<file path="config.mk">
export PLATFORM = sky130hd
export DESIGN_NAME = bist_controller
export DESIGN_NICKNAME = d
export VERILOG_FILES = /design/src/rtl/bist_pkg.sv /design/src/rtl/bist_lfsr16.sv /design/src/rtl/bist_controller.sv
export SDC_FILE = /design/constraint.sdc
export NUM_CORES = 1
export LEC_CHECK = 0
export ABC_AREA = 1
export BUFFER_PORTS_ARGS = -buffer_cell sky130_fd_sc_hd__clkbuf_2
export CORE_ASPECT_RATIO = 1.4
export CORE_MARGIN = 2
export CORE_UTILIZATION = 36
export CTS_CLUSTER_SIZE = 20
export DETAILED_ROUTE_END_ITERATION = 10
export SLEW_MARGIN = 5
export SYNTH_ARGS = -nofsm -noshare
export SYNTH_HDL_FRONTEND = slang
export SYNTH_SLANG_ARGS = --single-unit
</file>
<file path="constraint.sdc">
create_clock -name clk -period 1.5 [get_ports clk]
set_input_delay 0.15 -clock clk [delete_from_list [all_inputs] [get_ports clk]]
set_output_delay 0.15 -clock clk [all_outputs]
set_load 0.01 [all_outputs]
</file>
<file path="src/rtl/bist_pkg.sv">
// rtl/bist_pkg.sv - shared types and constants for the logic-BIST controller
package bist_pkg;

  localparam int LFSR_W = 16;

  // x^16+x^14+x^13+x^11+1 in Galois right-shift form
  localparam logic [LFSR_W-1:0] POLY = 16'hB400;

  typedef enum logic [2:0] {
    IDLE,
    SHIFT,
    CAPTURE,
    UNLOAD,
    DONE
  } bist_state_e;

endpackage

</file>
<file path="src/rtl/bist_lfsr16.sv">
// rtl/bist_lfsr16.sv - 16-bit Galois LFSR with parallel load and optional serial input
// Used as PRPG (si_en_i=0) and as SISR signature compactor (si_en_i=1).
module bist_lfsr16
  import bist_pkg::*;
#(
  parameter logic [LFSR_W-1:0] RESET_VAL = '0
) (
  input  logic              clk_i,
  input  logic              reset_i,
  input  logic              load_i,
  input  logic [LFSR_W-1:0] load_val_i,
  input  logic              step_i,
  input  logic              si_i,
  input  logic              si_en_i,
  output logic [LFSR_W-1:0] q_o
);

  logic [LFSR_W-1:0] q_q;
  logic [LFSR_W-1:0] q_d;
  logic              fb;

  assign fb = q_q[0] ^ (si_en_i & si_i);

  always_comb begin
    q_d = q_q;
    if (load_i) begin
      q_d = load_val_i;
    end else if (step_i) begin
      q_d = (q_q >> 1) ^ (fb ? POLY : '0);
    end
  end

  always_ff @(posedge clk_i) begin
    if (reset_i) begin
      q_q <= RESET_VAL;
    end else begin
      q_q <= q_d;
    end
  end

  assign q_o = q_q;

endmodule

</file>
<file path="src/rtl/bist_controller.sv">
// rtl/bist_controller.sv - logic-BIST controller: PRPG scan-in, shift/capture sequencing, SISR compaction
// Optional macro BIST_SIG_OBS_EN exposes the live SISR value on bist_signature.
module bist_controller
  import bist_pkg::*;
#(
  parameter int                CHAIN_LEN    = 8,
  parameter int                NUM_PATTERNS = 8,
  parameter logic [LFSR_W-1:0] PRPG_SEED    = 16'hACE1,
  parameter logic [LFSR_W-1:0] GOLDEN_SIG   = 16'h0000
) (
  input  logic              clk,
  input  logic              reset,
  input  logic              bistmode,
  input  logic              cut_sdo,
  output logic              cut_scanmode,
  output logic              cut_sdi,
  output logic              bistdone,
  output logic              bistpass
`ifdef BIST_SIG_OBS_EN
  ,
  output logic [LFSR_W-1:0] bist_signature
`endif
);

  localparam int CW = $clog2(CHAIN_LEN + 1);
  localparam int PW = $clog2(NUM_PATTERNS + 1);
  localparam logic [CW-1:0] LAST_BIT  = CW'(CHAIN_LEN - 1);
  localparam logic [PW-1:0] PAT_TOTAL = PW'(NUM_PATTERNS);

  bist_state_e       state_q, state_d;
  logic [CW-1:0]     bit_cnt_q, bit_cnt_d;
  logic [PW-1:0]     pat_cnt_q, pat_cnt_d;
  logic              scanmode_q, scanmode_d;
  logic              sdi_q, sdi_d;
  logic              done_q, done_d;
  logic              pass_q, pass_d;
  logic [LFSR_W-1:0] prpg_q;
  logic [LFSR_W-1:0] sisr_q;
  logic              in_idle;
  logic              prpg_step;
  logic              sisr_step;
  logic              unused_prpg;

  assign in_idle   = (state_q == IDLE);
  assign prpg_step = (state_q == SHIFT);
  // The first load leaves no valid response in the chain, so nothing is compacted then.
  assign sisr_step = ((state_q == SHIFT) && (pat_cnt_q != '0)) || (state_q == UNLOAD);
  assign unused_prpg = ^prpg_q[LFSR_W-1:1];

  bist_lfsr16 #(.RESET_VAL(PRPG_SEED)) u_prpg (
    .clk_i      (clk),
    .reset_i    (reset),
    .load_i     (in_idle),
    .load_val_i (PRPG_SEED),
    .step_i     (prpg_step),
    .si_i       (1'b0),
    .si_en_i    (1'b0),
    .q_o        (prpg_q)
  );

  bist_lfsr16 #(.RESET_VAL('0)) u_sisr (
    .clk_i      (clk),
    .reset_i    (reset),
    .load_i     (in_idle),
    .load_val_i ('0),
    .step_i     (sisr_step),
    .si_i       (cut_sdo),
    .si_en_i    (1'b1),
    .q_o        (sisr_q)
  );

  always_ff @(posedge clk) begin
    if (reset) begin
      state_q    <= IDLE;
      bit_cnt_q  <= '0;
      pat_cnt_q  <= '0;
      scanmode_q <= 1'b0;
      sdi_q      <= 1'b0;
      done_q     <= 1'b0;
      pass_q     <= 1'b0;
    end else begin
      state_q    <= state_d;
      bit_cnt_q  <= bit_cnt_d;
      pat_cnt_q  <= pat_cnt_d;
      scanmode_q <= scanmode_d;
      sdi_q      <= sdi_d;
      done_q     <= done_d;
      pass_q     <= pass_d;
    end
  end

  always_comb begin
    state_d   = state_q;
    bit_cnt_d = bit_cnt_q;
    pat_cnt_d = pat_cnt_q;
    if (!bistmode) begin
      state_d   = IDLE;
      bit_cnt_d = '0;
      pat_cnt_d = '0;
    end else begin
      case (state_q)
        IDLE: begin
          state_d   = SHIFT;
          bit_cnt_d = '0;
          pat_cnt_d = '0;
        end
        SHIFT: begin
          if (bit_cnt_q == LAST_BIT) begin
            state_d   = CAPTURE;
            bit_cnt_d = '0;
            pat_cnt_d = pat_cnt_q + PW'(1);
          end else begin
            bit_cnt_d = bit_cnt_q + CW'(1);
          end
        end
        CAPTURE: state_d = (pat_cnt_q < PAT_TOTAL) ? SHIFT : UNLOAD;
        UNLOAD: begin
          if (bit_cnt_q == LAST_BIT) begin
            state_d   = DONE;
            bit_cnt_d = '0;
          end else begin
            bit_cnt_d = bit_cnt_q + CW'(1);
          end
        end
        default: state_d = state_q;
      endcase
    end
  end

  // Dropping bistmode forces the idle output values on the same edge as the state change.
  always_comb begin
    scanmode_d = 1'b0;
    sdi_d      = 1'b0;
    done_d     = 1'b0;
    pass_d     = 1'b0;
    if (bistmode) begin
      case (state_q)
        SHIFT: begin
          scanmode_d = 1'b1;
          sdi_d      = prpg_q[0];
        end
        CAPTURE: sdi_d = prpg_q[0];
        UNLOAD:  scanmode_d = 1'b1;
        DONE: begin
          done_d = 1'b1;
          pass_d = (sisr_q == GOLDEN_SIG);
        end
        default: ;
      endcase
    end
  end

  assign cut_scanmode = scanmode_q;
  assign cut_sdi      = sdi_q;
  assign bistdone     = done_q;
  assign bistpass     = pass_q;
`ifdef BIST_SIG_OBS_EN
  assign bist_signature = sisr_q;
`endif

endmodule

</file>
Yosys cells after proc, flatten, opt, wreduce, memory -nomap -nowiden

Cells that the tools add are included.

Add/subtract/negate cells: 2
Order comparisons: 1
Equality and inequality tests: 7
Muxes and demuxes: 12
Bitwise logic cells: 6
Reduce and logical (&&, ||, !) cells: 16

Operator list:

| operator                                                                | count |
|---|---|
| 16-bit 2-to-1 mux                                                       | 2 |
| 15-bit by 16-bit bitwise XOR with 16-bit output                         | 2 |
| 16-bit zero test                                                        | 1 |
| 4-bit case mux with 2 select lines                                      | 2 |
| 3-bit case mux with 4 select lines                                      | 1 |
| 4-bit by 1-bit adder with 4-bit output, second input constant           | 2 |
| 4-bit 2-to-1 mux                                                        | 2 |
| 4-bit nonzero test                                                      | 2 |
| 2-bit OR reduction                                                      | 4 |
| 3-bit by 2-bit == test with 1-bit output, second input constant         | 2 |
| 3-bit 2-to-1 mux                                                        | 2 |
| 3-bit OR reduction                                                      | 2 |
| 4-bit by 3-bit == test with 1-bit output, second input constant         | 1 |
| 4-bit < comparator, second input constant                               | 1 |
| 2-bit by 1-bit inequality test with 1-bit output, second input constant | 2 |
| 2-bit nonzero test                                                      | 2 |
| 3-bit by 1-bit == test with 1-bit output, second input constant         | 1 |
| 3-bit == test, second input constant                                    | 1 |
| 3-bit zero test                                                         | 1 |
| 1-bit inverter                                                          | 3 |
| 3-bit AND reduction                                                     | 1 |
| 1-bit 2-to-1 mux                                                        | 2 |
| 2-bit 2-to-1 mux                                                        | 1 |
| 2-bit AND reduction                                                     | 1 |
| other kinds (3)                                                         | 3 |

Flip-flop bits (word level): 47
Bits of input ports: 4
Output and inout port bits: 4
Logic and storage cells: 53

Logic depth before layout (Yosys ltp)

Gate-level depths: netlist of the first run.

Depth after elaboration: 4
Gate-level depth with buffers: 8
Gate-level depth less buffers: 7

Hierarchy

A second synthesis of the first run with hierarchy kept.

Cell total of the unflattened synthesis: 310
Area total of the unflattened synthesis: 2,314.7 sq um

Modules (own cells, without submodules):

| module                | times used | cells each | area each (sq um) | seq. area each (sq um) |
|---|---|---|---|---|
| bist_controller       | 1          | 108        | 790.8             | 300.3 |
| bist_lfsr16 at u_prpg | 1          | 98         | 777.0             | 320.3 |
| bist_lfsr16 at u_sisr | 1          | 104        | 747.0             | 320.3 |

Least setup slack after synthesis of the first run

OpenSTA, ideal clock, no wires.

Path kind: reg-to-reg
Start: register pat_cnt_q[0]
End: register u_sisr.q_q[4], in the netlist u_sisr.q_o[4]
Setup time: 0.115 ns
Arrival time: 1.078 ns
Required time: 1.385 ns
Setup slack: 0.307 ns
Cell stages (with the launch flop): 8
Path buffers: 1
Period minus slack after synthesis: 1.193 ns
Path through: dfxtp_1 -> inv_1 -> ha_1 -> nand4_4 -> buf_4 -> nand3_1 -> nand2_1 -> nor2_1

Cells in the longest elaborated chain, start to end: 3

RTL lines:

| element                | RTL line              | source |
|---|---|---|
| from (decl)            | bist_controller.sv:32 | `logic [PW-1:0] pat_cnt_q, pat_cnt_d;` |
| from (signal assigned) | bist_controller.sv:84 | `pat_cnt_q <= pat_cnt_d;` |
| 4-bit nonzero test     | bist_controller.sv:47 | `assign sisr_step = ((state_q == SHIFT) && (pat_cnt_q != '0)) \|\| (state_q == UNLOAD);` |
| 1-bit logical AND      | bist_controller.sv:47 |  |
| 1-bit logical OR       | bist_controller.sv:47 |  |
| to (signal assigned)   | bist_lfsr16.sv:37     | `q_q <= q_d;` |
| to (decl)              | bist_lfsr16.sv:18     | `logic [LFSR_W-1:0] q_q;` |

Every way passes these cells.
A chain may end at the register's enable or synchronous reset.

Worst setup path in the final report of the first run

Start: register pat_cnt_q[0]
End: register u_sisr.q_q[3], in the netlist u_sisr.q_o[3]

Same word-level chain as after synthesis.

==> results of run 1 <==
==> synth_stat cells <==
| library cell | instances | area (um^2) |
|---|---|---|
| sky130_fd_sc_hd__ha_1 | 3 | 37.54 |
| sky130_fd_sc_hd__nand4_1 | 8 | 50.05 |
| sky130_fd_sc_hd__xnor2_1 | 3 | 26.28 |
| sky130_fd_sc_hd__dfxtp_1 | 47 | 940.9 |
| sky130_fd_sc_hd__inv_2 | 1 | 3.750 |
| sky130_fd_sc_hd__nand3_1 | 20 | 100.1 |
| sky130_fd_sc_hd__nor2_2 | 4 | 25.02 |
| sky130_fd_sc_hd__a211oi_2 | 1 | 12.51 |
| sky130_fd_sc_hd__buf_6 | 5 | 56.30 |
| sky130_fd_sc_hd__o21ai_1 | 2 | 10.01 |
| sky130_fd_sc_hd__nand2_1 | 81 | 304.0 |
| sky130_fd_sc_hd__nor2_4 | 2 | 22.52 |
| sky130_fd_sc_hd__o21ai_0 | 4 | 20.02 |
| sky130_fd_sc_hd__a22oi_2 | 1 | 12.51 |
| sky130_fd_sc_hd__clkbuf_1 | 1 | 3.750 |
| sky130_fd_sc_hd__nand2_2 | 2 | 12.51 |
| sky130_fd_sc_hd__nand2_4 | 4 | 45.04 |
| sky130_fd_sc_hd__buf_4 | 3 | 22.52 |
| sky130_fd_sc_hd__inv_1 | 30 | 112.6 |
| sky130_fd_sc_hd__buf_2 | 1 | 5.000 |
| sky130_fd_sc_hd__buf_8 | 1 | 15.01 |
| sky130_fd_sc_hd__nand4_4 | 1 | 21.27 |
| sky130_fd_sc_hd__nand3_2 | 6 | 60.06 |
| sky130_fd_sc_hd__a21oi_1 | 29 | 145.1 |
| sky130_fd_sc_hd__inv_4 | 3 | 18.77 |
| sky130_fd_sc_hd__nor2_1 | 35 | 131.4 |
==> cell type report <==
type                            count  share of cell area
Clock buffer                        6             0.03503
Inverter                           34             0.05733
Multi-Input combinational cell    206              0.4395
Tap cell                           70             0.03716
Sequential cell                    47              0.3992
Clock inverter                      1            0.002123
Timing Repair Buffer               10             0.02972
==> kinds of logic (layout without fill, tap and decap cells) <==
| logic type | count (synthesis) | after routing | share of synthesized area |
|---|---|---|---|
| xor+xnor | 3 | 3 | 0.01187 |
| flops | 47 | 47 | 0.4249 |
| buf+inv | 45 | 51 | 0.1073 |
| fa+ha+maj | 3 | 3 | 0.01695 |
| simple gates | 163 | 163 | 0.3486 |
| compound gates | 37 | 37 | 0.09039 |
==> path summary, 6_finish.rpt <==
path,startpoint,depth (start not counted),end
setup / recovery,pat_cnt_q[0]$_SDFFE_PP0P_,6,u_sisr.q_o[3]$_SDFFE_PP0P_
hold / removal,bistmode,5,pat_cnt_q[3]$_SDFFE_PP0P_
setup reg to reg,pat_cnt_q[0]$_SDFFE_PP0P_,6,u_sisr.q_o[3]$_SDFFE_PP0P_
hold reg to reg,u_prpg.q_o[4]$_SDFFE_PP0P_,2,u_prpg.q_o[3]$_SDFFE_PP0P_
==> metrics by stage <==
stage                     utilization  total power [W]
after floorplan                     -         0.001456
after global placement         0.3844         0.001475
after detailed placement       0.3844         0.001475
after CTS                      0.3992         0.002244
after global routing           0.3992         0.002312
final                          0.3992         0.002219
==> flip-flops by register name, indices dropped and copies added (netlist names) <==
name / cells
cut_sdi: 1
bit_cnt_q: 4
bistpass: 1
state_q: 3
pat_cnt_q: 4
cut_scanmode: 1
u_sisr.q_o: 16
bistdone: 1
u_prpg.q_o: 16
==> per-layer routing <==
layer / track usage / up-vias / routed length (um)
met2: 0.2046 / 18 / 1848
met1: 0.1421 / 786 / 1824
met3: 0.02292 / 8 / 66
met4: 0.07544 / 0 / 95
met5: 0 / - / 0
li1: - / 950 / -
==> tightest hold or removal path, cell delays in order <==
cell and delay, ns:
sky130_fd_sc_hd__clkbuf_2 0.09, sky130_fd_sc_hd__inv_1 0.04, sky130_fd_sc_hd__nor2_1 0.04, sky130_fd_sc_hd__nand2_1 0.05, sky130_fd_sc_hd__nor2_1 0.03
==> where the power goes <==
| group | total, W | leakage (nW) | switching (W) | internal, W |
|---|---|---|---|---|
| Combinational | 0.000169 | 0.525 | 0.000115 | 0.0000539 |
| Sequential | 0.00127 | 0.380 | 0.0000126 | 0.00126 |
| Clock | 0.000776 | 0.0470 | 0.000413 | 0.000362 |
==> results summary, run 1 <==
The via count of the first global-routing pass came out at 1668. The overall routing resource usage is 0.1227. The setup total negative slack is 0 ns. The number of distinct standard cells referenced by the synthesized netlist came out at 26. From left edge to right edge, the die measures roughly 70 um.

The final max-slew violation count is 0. STA puts the critical path data arrival time at 1.52 ns. The flow ran to the end, and the final reports show no timing, DRC or antenna violations. The number of rows in the core area is 33. The maximum vdd drop came out at 424.5 uV. The worst hold-check path type is in -> reg. The nature of the critical path startpoint is a flip-flop.

The final worst slack came out at 0.1813 ns. The total overflow left after global routing is 0. TritonCTS built the clock tree. The violation count after the first detailed-routing iteration is 97. At the placement stage, the worst setup path has a slack of 0.1795 ns. The average wire per cell in the routed design is 10.25 um. The buffer cell driving the clock tree root is sky130_fd_sc_hd__clkbuf_8.

The standard cell core area is slightly below 6000 um^2. The signal on the critical path passes through inv_1 -> ha_1 -> nand4_4 -> buf_12 -> a21oi_1 -> nor2_1. The latest clock arrival within the worst-skew pair is 0.30 ns. The category of the most critical setup path is reg -> reg.

The slowest stage of the critical path belongs to the cell sky130_fd_sc_hd__dfxtp_1. The die outline height is 96.80 um. Dividing the final minimum period by the clock period gives 0.8791. At the pin with the least slew margin, the transition time is 0.3533 ns. The required time reported for the critical path endpoint is 1.70 ns. The final-layout fill cell count came out at a little over 600. The most frequent standard cell in the layout excluding fill and tap cells is sky130_fd_sc_hd__nand2_1.

In this run, post-CTS hold repair placed 0 buffers. The initial antenna violation count is 0. The final wirelength came out at 3835 um.

In the final layout, the share of cells above drive strength 1 is 0.1382. The number of failing setup endpoints in the final timing report is 0. The area of the mapped netlist came out at 2215 um^2. The total iterations of the first detailed-routing run is 4. The power density relative to cell area came out at 941.3 nW/um^2. The final net count came out at 311. The final hold violation count is 0.

The clock slew at the register clock pins of the worst setup and hold paths is 0.09 ns. The library cells used most frequently in the layout, excluding fill and tap cells, are 81 x sky130_fd_sc_hd__nand2_1, 47 x sky130_fd_sc_hd__dfxtp_1, 35 x sky130_fd_sc_hd__nor2_1, 30 x sky130_fd_sc_hd__inv_1, 29 x sky130_fd_sc_hd__a21oi_1. Setup repair after global routing left no endpoint under its margin. The count of input and output buffers came out at 7. The placed cell count came out at 367.

Max-cap violations in this run came to 0. The top achievable clock speed came out at 758.3 MHz. The count of clock tree sinks is 47. The smallest clock period supported by the final layout is computed as 1.319 ns.

The final route contains 1762 vias. The post-route clock skew is 0.004544 ns. The buffer and inverter count on the worst path came out at 2.

Final hold analysis gives a worst-case slack of 0.1472 ns. The count of unresolved DRC violations after routing came out at 0. For this design the top-level I/O count stands at 8. From synthesis to final layout, the design area changed by 6.441%. The congestion estimate from routability-driven global placement came to 0.8142. The area of the die came out at 6804 um^2.

The post-detailed-placement half-perimeter wirelength came out at 2743 um. Measured against its own limit, the worst slew margin works out to 0.7639. The flop and latch count out of synthesis came out at 47.

Entering global routing, the biggest net connects 29 pins. For this design the static power due to leakage is 0.9516 nW. The maximum level of the CTS H-tree is 2. The repair_antennas step left the layout with diodes totalling 0. The count of cells resized by post-cts repair came out at 0. The area after detailed placement is 2270 um^2. The area taken by multi-input logic gates is 1036 um^2. The worst-case register-to-register setup slack is 0.18 ns.

Averaged over all synthesized cells, the footprint is 7.432 um^2. The register area share after synthesis is 0.4249. The kind of cell with the highest combined delay on the critical path is flip-flops. The final standard cell area without fillers is 2357 um^2. The total nets after synthesis is 305. The initial core utilization came out at 0.3751. Along the worst path, the maximum fanout reaches 18.

No sink is reached through more buffers than the 2 on the longest clock path. The number of nets still failing antenna checks after routing is 0. The number of synthesis warnings came out at 0. The worst setup path is captured at a flip-flop. The first global-routing pass estimated between 6000 and 7000 um of wire. The number of standard cells in the final layout excluding fillers is 374. The number of setup buffers added after CTS came out at 0. The number of buffers inserted during clock tree synthesis came out at 5. The mean number of vias per cell came out at 4.711.

On the worst path, the slowest cell contributes a delay of 0.35 ns. Synthesis produced 298 cells. In the final layout, flip-flops and latches occupy 940.9 um^2.
Power figures use the tool's default switching activity.
==> run 2, diff against run 1 <==
TNS_END_PERCENT = 50   (was default)
clock period = 1.54 ns   (was 1.5 ns; I/O delays follow)
==> results summary, run 2 (synthesis gave the netlist of run 1 again) <==
The clock slew at the register clock pins of the worst setup and hold paths is 0.08 ns. The maximum level of the CTS H-tree came out at 2. The count of buffers added on input and output ports is 7. The number of rows in the core area came out at 33. Data arrives at the worst endpoint at about 1.5 ns.

The nature of the critical path startpoint is a flip-flop. The final max-slew violation count was 0. The final worst slack came out at 0.2026 ns. The post-detailed-placement half-perimeter wirelength came out at 2842 um.

IR analysis of the VDD net gives a maximum drop of 463.4 uV. The critical path in this run is classified as reg -> reg. In this run the clock root is driven by a sky130_fd_sc_hd__clkbuf_8. The setup total negative slack came out at 0 ns. The number of top-level pins is 8. The worst hold-check path type is in -> reg. The number of buffers between clock root and the deepest sink is 2. The highest routed metal layer is met4. The die outline height is 96.80 um.

The post-route clock skew came out at between 0.005 and 0.006 ns. The violation count after the first detailed-routing iteration is 98. The final hold violation count is 0. In the final layout, the share of cells above drive strength 1 is 0.1353. The final global-route overflow total is 0. Detailed routing placed a total of 1938 um of wire on met2. The total iterations of the first detailed-routing run is 4. Leaving out fill and tap cells, the most frequent cells in the layout are 81 x sky130_fd_sc_hd__nand2_1, 47 x sky130_fd_sc_hd__dfxtp_1, 35 x sky130_fd_sc_hd__nor2_1, 30 x sky130_fd_sc_hd__inv_1, 29 x sky130_fd_sc_hd__a21oi_1. The final-layout fill cell count came out at 629. The slew at the pin closest to its max-slew limit is 0.3569 ns. The largest single stage delay on the critical path is just over 0.4 ns.

From left edge to right edge, the die measures 70.29 um. In the routed design, unresolved DRC markers number 0. Counting every sink on the clock net gives 47. The initial antenna violation count came to 0. The required time reported for the critical path endpoint is 1.74 ns. The largest net degree at the start of global routing is 29. Leaving out fill and tap cells, the most frequent cell in the layout is sky130_fd_sc_hd__nand2_1. The buffer and inverter count on the worst path is 2. The signal on the critical path passes through inv_4 -> nand2_4 -> inv_4 -> nand2_2 -> nor2_1 -> nor2_2. The via count of the first global-routing pass is 1619.

The mean number of vias per cell came out at 4.735. The latest clock arrival within the worst-skew pair came out at between 0.2 and 0.3 ns. The leakage power of the design came out at ~0.95 nW. The top achievable clock speed is 747.7 MHz. The wire length of the first global-routing pass came out at between 6000 and 7000 um.

In the final routed layout, each cell accounts on average for 10.74 um. The slowest stage of the critical path belongs to the cell sky130_fd_sc_hd__dfxtp_1. The number of buffers inserted during clock tree synthesis came out at 5. The number of nets still failing antenna checks after routing is 0. Setup violations remaining at the end of the flow were counted as 0. The total of max-cap violations came out at 0. The area growth from synthesis to layout is 6.102%. The number of hold buffers added after cts came out at 0. The sort of element at the end of the critical path is a flip-flop.

The number of vias in the routed layout is 1766. The initial core utilization came out at 0.3751. The weighted congestion at the end of routability-driven global placement came out at approximately 0.80. The cell repeated most along the worst path is sky130_fd_sc_hd__inv_4.

TritonCTS built the clock tree. The routed length on met1 is 1893 um. The top fanout value on the critical path is 28. The ratio of final minimum period to clock period came out at 0.8684. The area taken by multi-input logic gates came out at between 1000 and 1500 um^2. The overall routing resource usage came out at 0.1216. The final critical path time including I/O delays and setup is 1.337 ns. The flow ran to the end, and the final reports show no timing, DRC or antenna violations. The final wirelength came out at 4006 um. The antenna diode count came out at 0. The remaining max-slew budget at the tightest pin is 0.7615. The final net count is 310.

After clock tree synthesis, the repair step resized 0 gates. Once the clock tree was built, the setup fixing pass inserted 0 buffers. The die covers 6804 um^2. The sequential cell area came out at 940.9 um^2. The standard cell core area came out at 5904 um^2. The worst setup slack before clock tree synthesis came out at 0.1952 ns.

In this run the power density over the cells is 915.6 nW/um^2. The kind of cell with the highest combined delay on the critical path is simple AND/OR/NAND/NOR gates. The routed wire length on met3 is around 100 um. Setup repair after global routing left no endpoint under its margin.
==> run 2: final timing paths <==
| path | startpoint | endpoint | slack [ns] | cells past startpoint |
|---|---|---|---|---|
| max | state_q[2]$_SDFFE_PP0P_ | u_sisr.q_o[13]$_SDFFE_PP0P_ | 0.20 | 6 |
| min | bistmode | pat_cnt_q[3]$_SDFFE_PP0P_ | 0.16 | 5 |
| max reg2reg | state_q[2]$_SDFFE_PP0P_ | u_sisr.q_o[13]$_SDFFE_PP0P_ | 0.20 | 6 |
| min reg2reg | u_prpg.q_o[3]$_SDFFE_PP0P_ | u_prpg.q_o[2]$_SDFFE_PP0P_ | 0.46 | 2 |
==> run 2: worst reg2reg max path: stages, from the launching register on <==
cell and delay (ns):
sky130_fd_sc_hd__dfxtp_1 0.41, sky130_fd_sc_hd__inv_4 0.14, sky130_fd_sc_hd__nand2_4 0.06, sky130_fd_sc_hd__inv_4 0.24, sky130_fd_sc_hd__nand2_2 0.18, sky130_fd_sc_hd__nor2_1 0.16
sky130_fd_sc_hd__nor2_2 0.05
==> run 2: metal layers <==
layer	track usage	up-vias
li1	-	953
met1	0.1364	793
met2	0.2148	16
met3	0.02604	4
met4	0.05621	0
met5	0	-
==> run 2: cell type report <==
class,count,area share
inverters,34,0.05751
multi-input cells,206,0.4409
well taps,70,0.03727
clock inverters,1,0.002130
clock buffers,6,0.03514
flip-flops and latches,47,0.4004
repair buffers,9,0.02662
==> run 2: through the flow <==
stage               area, um^2  utilization  total power [W]  cells  hold slack, ns
floorplan                 2215            -         0.001418    298          0.3452
global placement          2262       0.3831         0.001436    366          0.4510
global route              2350       0.3980         0.002251    373          0.1904
detailed placement        2262       0.3831         0.001437    366          0.4529
CTS                       2350       0.3980         0.002183    373          0.1571
finish                    2350       0.3980         0.002151    373          0.1637
==> run 2: where the power goes <==
group          switching [W]  leakage [nW]  internal, W
clock network       0.000393        0.0470     0.000353
logic               0.000113         0.519    0.0000514
registers          0.0000130         0.380      0.00123
